`src/rtl/mux_pkg.sv`:
```
`default_nettype none
// ===========================================================================
// mux_pkg : shared widths, legacy 5:1 select encodings, clamped-index helper
// Revision: 1.0
// ===========================================================================
package mux_pkg;

  localparam int DATA_W = 32;

  // Select encodings of the fixed 5-input data-path muxes being replaced
  localparam logic [2:0] SEL_PC    = 3'd0;
  localparam logic [2:0] SEL_ALU   = 3'd1;
  localparam logic [2:0] SEL_MEM   = 3'd2;
  localparam logic [2:0] SEL_SHIFT = 3'd3;
  localparam logic [2:0] SEL_IMM   = 3'd4;

  function automatic int unsigned clamp_idx(input int unsigned idx, input int unsigned n);
    return (idx >= n) ? (n - 1) : idx;
  endfunction

endpackage
`default_nettype wire

```
`src/rtl/mux_nx1_comb.sv`:
```
`default_nettype none
// ===========================================================================
// mux_nx1_comb : combinational N:1 selector, out-of-range select -> input N-1
// Revision: 1.0
// ===========================================================================
module mux_nx1_comb
  import mux_pkg::*;
#(
  parameter int N  = 5,
  parameter int W  = DATA_W,
  parameter int SW = $clog2(N)
) (
  input  logic [N*W-1:0] data_in,
  input  logic [SW-1:0]  sel,
  output logic [W-1:0]   data_out,
  output logic           out_of_range
);

  logic [W-1:0]  words [N];
  logic [SW-1:0] sel_idx;

  for (genvar k = 0; k < N; k++) begin : g_unpack
    assign words[k] = data_in[k*W +: W];
  end

  // A power-of-two N leaves no select code outside the input range
  if ((1 << SW) == N) begin : g_pow2
    assign out_of_range = 1'b0;
  end else begin : g_npow2
    assign out_of_range = (32'(sel) >= 32'(N));
  end

  always_comb begin
    sel_idx  = SW'(clamp_idx(32'(sel), N));
    data_out = words[sel_idx];
  end

endmodule
`default_nettype wire

```
`src/rtl/mux_nx1_reg.sv`:
```
`default_nettype none
// ===========================================================================
// mux_nx1_reg : registered N:1 selector with valid/ready handshake and scan
// mode. Optional sticky sel_err port when MUX_NX1_SEL_ERR_EN is defined.
// Revision: 1.0
// ===========================================================================
module mux_nx1_reg
  import mux_pkg::*;
#(
  parameter int N  = 5,
  parameter int W  = DATA_W,
  parameter int SW = $clog2(N)
) (
  input  logic           clk,
  input  logic           reset_n,
  input  logic [N*W-1:0] data_in,
  input  logic [SW-1:0]  sel,
  input  logic           scan,
  input  logic           in_valid,
  output logic           in_ready,
  output logic [W-1:0]   out_data,
  output logic           out_valid,
  input  logic           out_ready,
  output logic [SW-1:0]  scan_idx
`ifdef MUX_NX1_SEL_ERR_EN
  ,
  output logic           sel_err
`endif
);

  localparam logic [SW-1:0] SCAN_LAST = SW'(N - 1);

  logic [SW-1:0] eff_sel;
  logic [W-1:0]  sel_data;
  logic          sel_oor;
  logic          accept;

  logic          out_valid_q, out_valid_d;
  logic [W-1:0]  out_data_q,  out_data_d;
  logic [SW-1:0] scan_q,      scan_d;

  assign eff_sel  = scan ? scan_q : sel;
  assign in_ready = !out_valid_q || out_ready;
  assign accept   = in_valid && in_ready;

  mux_nx1_comb #(
    .N  (N),
    .W  (W),
    .SW (SW)
  ) u_sel (
    .data_in      (data_in),
    .sel          (eff_sel),
    .data_out     (sel_data),
    .out_of_range (sel_oor)
  );

  always_comb begin
    out_valid_d = out_valid_q;
    out_data_d  = out_data_q;
    scan_d      = scan_q;
    if (accept) begin
      out_valid_d = 1'b1;
      out_data_d  = sel_data;
      if (scan) begin
        scan_d = (scan_q == SCAN_LAST) ? '0 : scan_q + 1'b1;
      end
    end else if (out_ready) begin
      // Drain only clears valid; the data word stays visible
      out_valid_d = 1'b0;
    end
  end

  always_ff @(posedge clk or negedge reset_n) begin
    if (!reset_n) begin
      out_valid_q <= 1'b0;
      out_data_q  <= '0;
      scan_q      <= '0;
    end else begin
      out_valid_q <= out_valid_d;
      out_data_q  <= out_data_d;
      scan_q      <= scan_d;
    end
  end

  assign out_valid = out_valid_q;
  assign out_data  = out_data_q;
  assign scan_idx  = scan_q;

`ifdef MUX_NX1_SEL_ERR_EN
  logic sel_err_q, sel_err_d;

  // Only the external select can be out of range; the scan counter never is
  assign sel_err_d = sel_err_q | (accept && !scan && sel_oor);

  always_ff @(posedge clk or negedge reset_n) begin
    if (!reset_n) begin
      sel_err_q <= 1'b0;
    end else begin
      sel_err_q <= sel_err_d;
    end
  end

  assign sel_err = sel_err_q;
`else
  logic unused_sel_oor;
  assign unused_sel_oor = sel_oor;
`endif

endmodule
`default_nettype wire

```
`config.mk`:
```
export PLATFORM = sky130hd
export DESIGN_NAME = mux_nx1_reg
export DESIGN_NICKNAME = d
export VERILOG_FILES = /design/src/rtl/mux_pkg.sv /design/src/rtl/mux_nx1_comb.sv /design/src/rtl/mux_nx1_reg.sv
export SDC_FILE = /design/constraint.sdc
export NUM_CORES = 1
export LEC_CHECK = 0
export CAP_MARGIN = 20
export CORE_MARGIN = 2
export CORE_UTILIZATION = 36
export DETAILED_ROUTE_END_ITERATION = 10
export GPL_TIMING_DRIVEN = 1
export PLACE_DENSITY = 0.88
export SLEW_MARGIN = 10
export SYNTH_ARGS = -nofsm -noshare
export SYNTH_HDL_FRONTEND = slang
export SYNTH_SLANG_ARGS = --single-unit
```
`constraint.sdc`:
```
create_clock -name clk -period 2.3 [get_ports clk]
set_input_delay 0.46 -clock clk [delete_from_list [all_inputs] [get_ports clk]]
set_output_delay 0.46 -clock clk [all_outputs]
set_load 0.01 [all_outputs]
```
==> impl_results.html <==
<table>
<tr><th>Metric</th><th>Value</th></tr>
<tr><th colspan="2">CTS</th></tr>
<tr><td>Number of buffers added by the clock tree synthesis step</td><td>5</td></tr>
<tr><td>Sinks on Clock Net</td><td>36</td></tr>
<tr><td>CTS root buf</td><td>sky130_fd_sc_hd__clkbuf_8</td></tr>
<tr><td>Number of buffers inserted by hold repair at cts</td><td>0</td></tr>
<tr><td>TritonCTS clock tree</td><td>yes</td></tr>
<tr><td>Post-CTS setup buffer count</td><td>0</td></tr>
<tr><td>Resize count post-CTS</td><td>0</td></tr>
<tr><td>Clock latency on the worst-skew pair</td><td>290 ps</td></tr>
<tr><td>Maximum level of the CTS H-tree</td><td>2</td></tr>
<tr><td>Clk pin slew, worst setup/hold paths</td><td>around 80 ps</td></tr>
<tr><td>Maximum number of buffers from clock root to sink</td><td>2</td></tr>
<tr><th colspan="2">Finish</th></tr>
<tr><td>Count of filler cells inserted in the layout</td><td>~600</td></tr>
<tr><td>Fin nets</td><td>689</td></tr>
<tr><td>Multi-input gate area in the final layout</td><td>1824 um^2</td></tr>
<tr><td>Inserted Diodes</td><td>0</td></tr>
<tr><td>Area growth, synth to finish</td><td>81.45%</td></tr>
<tr><td>Post-Route Utilization</td><td>67.93%</td></tr>
<tr><td>Layout cell share with drive strength beyond 1</td><td>10.77%</td></tr>
<tr><td>Area of all sequential standard cells</td><td>900.9 um^2</td></tr>
<tr><th colspan="2">Power and ir drop</th></tr>
<tr><td>Total power</td><td>3.922 mW</td></tr>
<tr><td>Largest vdd supply drop</td><td>0.3731 mV</td></tr>
<tr><td>PD cells</td><td>743.3 nW/um^2</td></tr>
<tr><td>Leakage Power</td><td>about 2.1 nW</td></tr>
<tr><th colspan="2">Logic synthesis</th></tr>
<tr><td>Cells taking the most area after synthesis</td><td>sky130_fd_sc_hd__dfrtp_1 31%, sky130_fd_sc_hd__mux2i_1 13%, sky130_fd_sc_hd__mux2_2 7.7%, sky130_fd_sc_hd__a22oi_1 4.9%, sky130_fd_sc_hd__o21ai_0 3.8%</td></tr>
<tr><td>Predominant post-synthesis flop cell</td><td>sky130_fd_sc_hd__dfrtp_1</td></tr>
<tr><td>Syn_area_per_cell</td><td>9.173 um^2</td></tr>
<tr><td>Yosys cell types</td><td>39</td></tr>
<tr><td>Area fraction of the dominant cell type after synthesis</td><td>slightly above 30%</td></tr>
<tr><td>Cell type contributing the most total cell area after synthesis</td><td>sky130_fd_sc_hd__dfrtp_1</td></tr>
<tr><td>Gate count after technology mapping</td><td>around 320</td></tr>
<tr><td>EDFF count, synth</td><td>0</td></tr>
<tr><td>Syn. warnings</td><td>0</td></tr>
<tr><td>Asr flop ratio synth</td><td>between 90% and 100%</td></tr>
<tr><td>Number of nets in the synthesized netlist</td><td>487</td></tr>
<tr><td>Proportion of synthesized chip area in sequential cells</td><td>30.98%</td></tr>
<tr><td>Post-synthesis cell area</td><td>about 2900 um^2</td></tr>
<tr><td>Synthesized flop and latch total</td><td>36</td></tr>
<tr><th colspan="2">Drt</th></tr>
<tr><td>Total wire length</td><td>10980 um</td></tr>
<tr><td>Highest metal layer used by the detailed router</td><td>met4</td></tr>
<tr><td>Met1 wire length</td><td>4090 um</td></tr>
<tr><td>Count of nets left with antenna violations after detail routing</td><td>0</td></tr>
<tr><td>Via count</td><td>around 3400</td></tr>
<tr><td>Met3 wirelength from detailed routing</td><td>1061 um</td></tr>
<tr><td>Average vias per placed instance</td><td>5.487</td></tr>
<tr><td>DRC violation count after routing</td><td>0</td></tr>
<tr><td>Iteration count of the initial detailed-routing pass</td><td>5</td></tr>
<tr><td>Routed wire length on met2</td><td>5657 um</td></tr>
<tr><td>Count of routing violations after the opening detailed-route iteration</td><td>between 150 and 200</td></tr>
<tr><td>Wire length per cell after detailed routing</td><td>17.66 um</td></tr>
<tr><th colspan="2">Min path</th></tr>
<tr><td>Hold crit path type</td><td>primary input to asynchronous set/reset pin</td></tr>
<tr><th colspan="2">Global route</th></tr>
<tr><td>Number of antenna violations at the first check in global routing</td><td>0</td></tr>
<tr><td>Grt ovf</td><td>0</td></tr>
<tr><td>Total Routing Usage GR</td><td>24.57%</td></tr>
<tr><td>Number of global-route vias before repair</td><td>roughly 3500</td></tr>
<tr><td>Wire length of the first global-routing pass</td><td>17280 um</td></tr>
<tr><td>Pin count of the biggest net entering global routing</td><td>37</td></tr>
<tr><th colspan="2">Run status</th></tr>
<tr><td>Result of the run</td><td>finished clean</td></tr>
<tr><th colspan="2">Timing</th></tr>
<tr><td>Clock skew after layout</td><td>roughly 5.6 ps</td></tr>
<tr><td>Upper clock frequency limit</td><td>475.7 MHz</td></tr>
<tr><td>RSZ-0062 raised after global routing</td><td>no</td></tr>
<tr><td>Number of setup violations in the final report</td><td>0</td></tr>
<tr><td>Total count of max-transition violations in the final report</td><td>0</td></tr>
<tr><td>Min Clock Period, post-route</td><td>2102 ps</td></tr>
<tr><td>Least-Margin Pin Slew</td><td>814.0 ps</td></tr>
<tr><td>Final TNS setup</td><td>0 ps</td></tr>
<tr><td>Worst-case headroom to the max-slew limit</td><td>45.73%</td></tr>
<tr><td>Post-Route Hold Slack</td><td>264.7 ps</td></tr>
<tr><td>Final count of hold timing violations</td><td>0</td></tr>
<tr><td>Final worst path period share</td><td>91.40%</td></tr>
<tr><th colspan="2">Setup path</th></tr>
<tr><td>Start-to-end type of the worst setup path</td><td>register to output pin</td></tr>
<tr><td>Number of buffer and inverter instances along the worst setup path</td><td>1</td></tr>
<tr><td>Kind of launch point of the worst setup path</td><td>register</td></tr>
<tr><td>Top cell family by delay on the critical path</td><td>flip-flops</td></tr>
<tr><td>Required time of the worst setup path</td><td>1840 ps</td></tr>
<tr><td>Critical path peak fanout</td><td>15</td></tr>
<tr><td>Largest stage delay, worst path</td><td>between 700 and 800 ps</td></tr>
<tr><td>Cell chain of the critical path</td><td>clkdlybuf4s50_1</td></tr>
<tr><td>Cell with the largest stage delay on the worst path</td><td>sky130_fd_sc_hd__dfrtp_1</td></tr>
<tr><td>Data arrival time of the critical path</td><td>1640 ps</td></tr>
<tr><td>Nature of the critical path endpoint</td><td>output pin</td></tr>
<tr><th colspan="2">Floorplan</th></tr>
<tr><td>I/O pin cnt</td><td>205</td></tr>
<tr><td>FP Rows</td><td>32</td></tr>
<tr><td>Die height</td><td>93.88 um</td></tr>
<tr><td>Area of the core region</td><td>7767 um^2</td></tr>
<tr><td>Die Footprint</td><td>~9000 um^2</td></tr>
<tr><td>Starting density of the core</td><td>about 37%</td></tr>
<tr><td>Die Span X</td><td>93.88 um</td></tr>
<tr><th colspan="2">Flow run</th></tr>
<tr><td>Number of maximum-capacitance violations</td><td>0</td></tr>
<tr><th colspan="2">Placement</th></tr>
<tr><td>Final weighted congestion of routability-driven global placement</td><td>0.8471</td></tr>
<tr><td>I/O Buffers</td><td>~200</td></tr>
<tr><td>Post-detailed-placement half-perimeter wirelength</td><td>8733 um</td></tr>
</table>
layout make-up:
type,instances,share of cell area [%]
repair buffers,225,42.78
well taps,102,2.419
clock inverters,3,1.707
flip-flops and latches,36,17.07
multi-input cells,249,34.57
inverters,2,0.1423
clock buffers,5,1.304
path summary, 6_finish.rpt:
path                       slack [ps]         from  cells past startpoint            to
setup / recovery                  200  scan_idx[0]                      1   scan_idx[0]
hold / removal                    260      reset_n                      1   out_data[4]
setup reg to reg                  510  scan_idx[0]                      5  out_data[14]
hold reg to reg                   520  out_data[2]                      2   out_data[2]
max in group asynchronous        1520      reset_n                      1  out_data[19]
min in group clk                  520  out_data[2]                      2   out_data[2]
state kept, by name, summed over array words and instances, names as in the netlist:
register,count
out_data,32
scan_idx,3
out_valid,1
report_power, final:
group	switching, mW	total (mW)	internal, mW
clock network	0.239	0.782	0.543
registers	0.186	1.03	0.847
logic	0.872	2.11	1.23
cells by family after synthesis:
| logic type | Yosys count | synth area share, % |
|---|---|---|
| compound gates | 133 | 29.13 |
| mux | 59 | 21.17 |
| simple gates | 55 | 11.14 |
| flops | 36 | 30.98 |
| buf+inv | 32 | 6.712 |
| fa+ha+maj | 2 | 0.8604 |
synthesized netlist by cell type (2+ instances only):
master / n
sky130_fd_sc_hd__buf_8: 3
sky130_fd_sc_hd__a21o_1: 7
sky130_fd_sc_hd__a21oi_1: 20
sky130_fd_sc_hd__a31oi_1: 6
sky130_fd_sc_hd__mux2_2: 20
sky130_fd_sc_hd__nor3_1: 13
sky130_fd_sc_hd__o32a_1: 7
sky130_fd_sc_hd__ha_1: 2
sky130_fd_sc_hd__nor2_1: 9
sky130_fd_sc_hd__a211o_1: 6
sky130_fd_sc_hd__o21ai_0: 22
sky130_fd_sc_hd__a22oi_1: 19
sky130_fd_sc_hd__o211ai_1: 7
sky130_fd_sc_hd__o21a_1: 7
sky130_fd_sc_hd__clkbuf_1: 8
sky130_fd_sc_hd__nand2b_1: 9
sky130_fd_sc_hd__nand3_1: 9
sky130_fd_sc_hd__o22ai_1: 13
sky130_fd_sc_hd__nand2_1: 4
sky130_fd_sc_hd__buf_6: 3
sky130_fd_sc_hd__buf_1: 3
sky130_fd_sc_hd__inv_1: 2
sky130_fd_sc_hd__buf_2: 11
sky130_fd_sc_hd__o21ai_1: 19
sky130_fd_sc_hd__mux2i_1: 39
sky130_fd_sc_hd__dfrtp_1: 36
per-layer routing:
metal	vias to the layer above	GRT usage, %
met4	0	6.280
met3	16	5.859
li1	1625	-
met2	187	45.06
met1	1585	28.51
met5	-	0
stage by stage:
step                      worst slack (ps)  instance area [um^2]  instances
final                                197.7                  5276        622
after global placement               76.31                  5117        614
after floorplan                      525.5                  2908        317
after CTS                            196.2                  5276        622
after detailed placement            -17.74                  5117        614
after global routing                 130.4                  5276        622
cell usage in the layout, fill, tap and decap left out, types with 2 or more instances in the layout:
cell and count:
sky130_fd_sc_hd__nand2_1 4, sky130_fd_sc_hd__a211o_1 6, sky130_fd_sc_hd__o32a_1 7, sky130_fd_sc_hd__nand3_1 9, sky130_fd_sc_hd__o211ai_1 7, sky130_fd_sc_hd__dfrtp_1 36
sky130_fd_sc_hd__inv_1 2, sky130_fd_sc_hd__nor2_1 9, sky130_fd_sc_hd__bufinv_16 3, sky130_fd_sc_hd__buf_4 16, sky130_fd_sc_hd__clkbuf_8 5, sky130_fd_sc_hd__a21o_1 7
sky130_fd_sc_hd__o21ai_1 19, sky130_fd_sc_hd__nor3_1 13, sky130_fd_sc_hd__clkdlybuf4s50_1 203, sky130_fd_sc_hd__buf_12 5, sky130_fd_sc_hd__a21oi_1 20, sky130_fd_sc_hd__ha_1 2
sky130_fd_sc_hd__mux2i_1 38, sky130_fd_sc_hd__a22oi_1 19, sky130_fd_sc_hd__mux2_2 20, sky130_fd_sc_hd__a31oi_1 6, sky130_fd_sc_hd__o21ai_0 22, sky130_fd_sc_hd__o21a_1 7
sky130_fd_sc_hd__o22ai_1 13, sky130_fd_sc_hd__nand2b_1 9
Note: power is estimated with default switching activity, not from simulation.
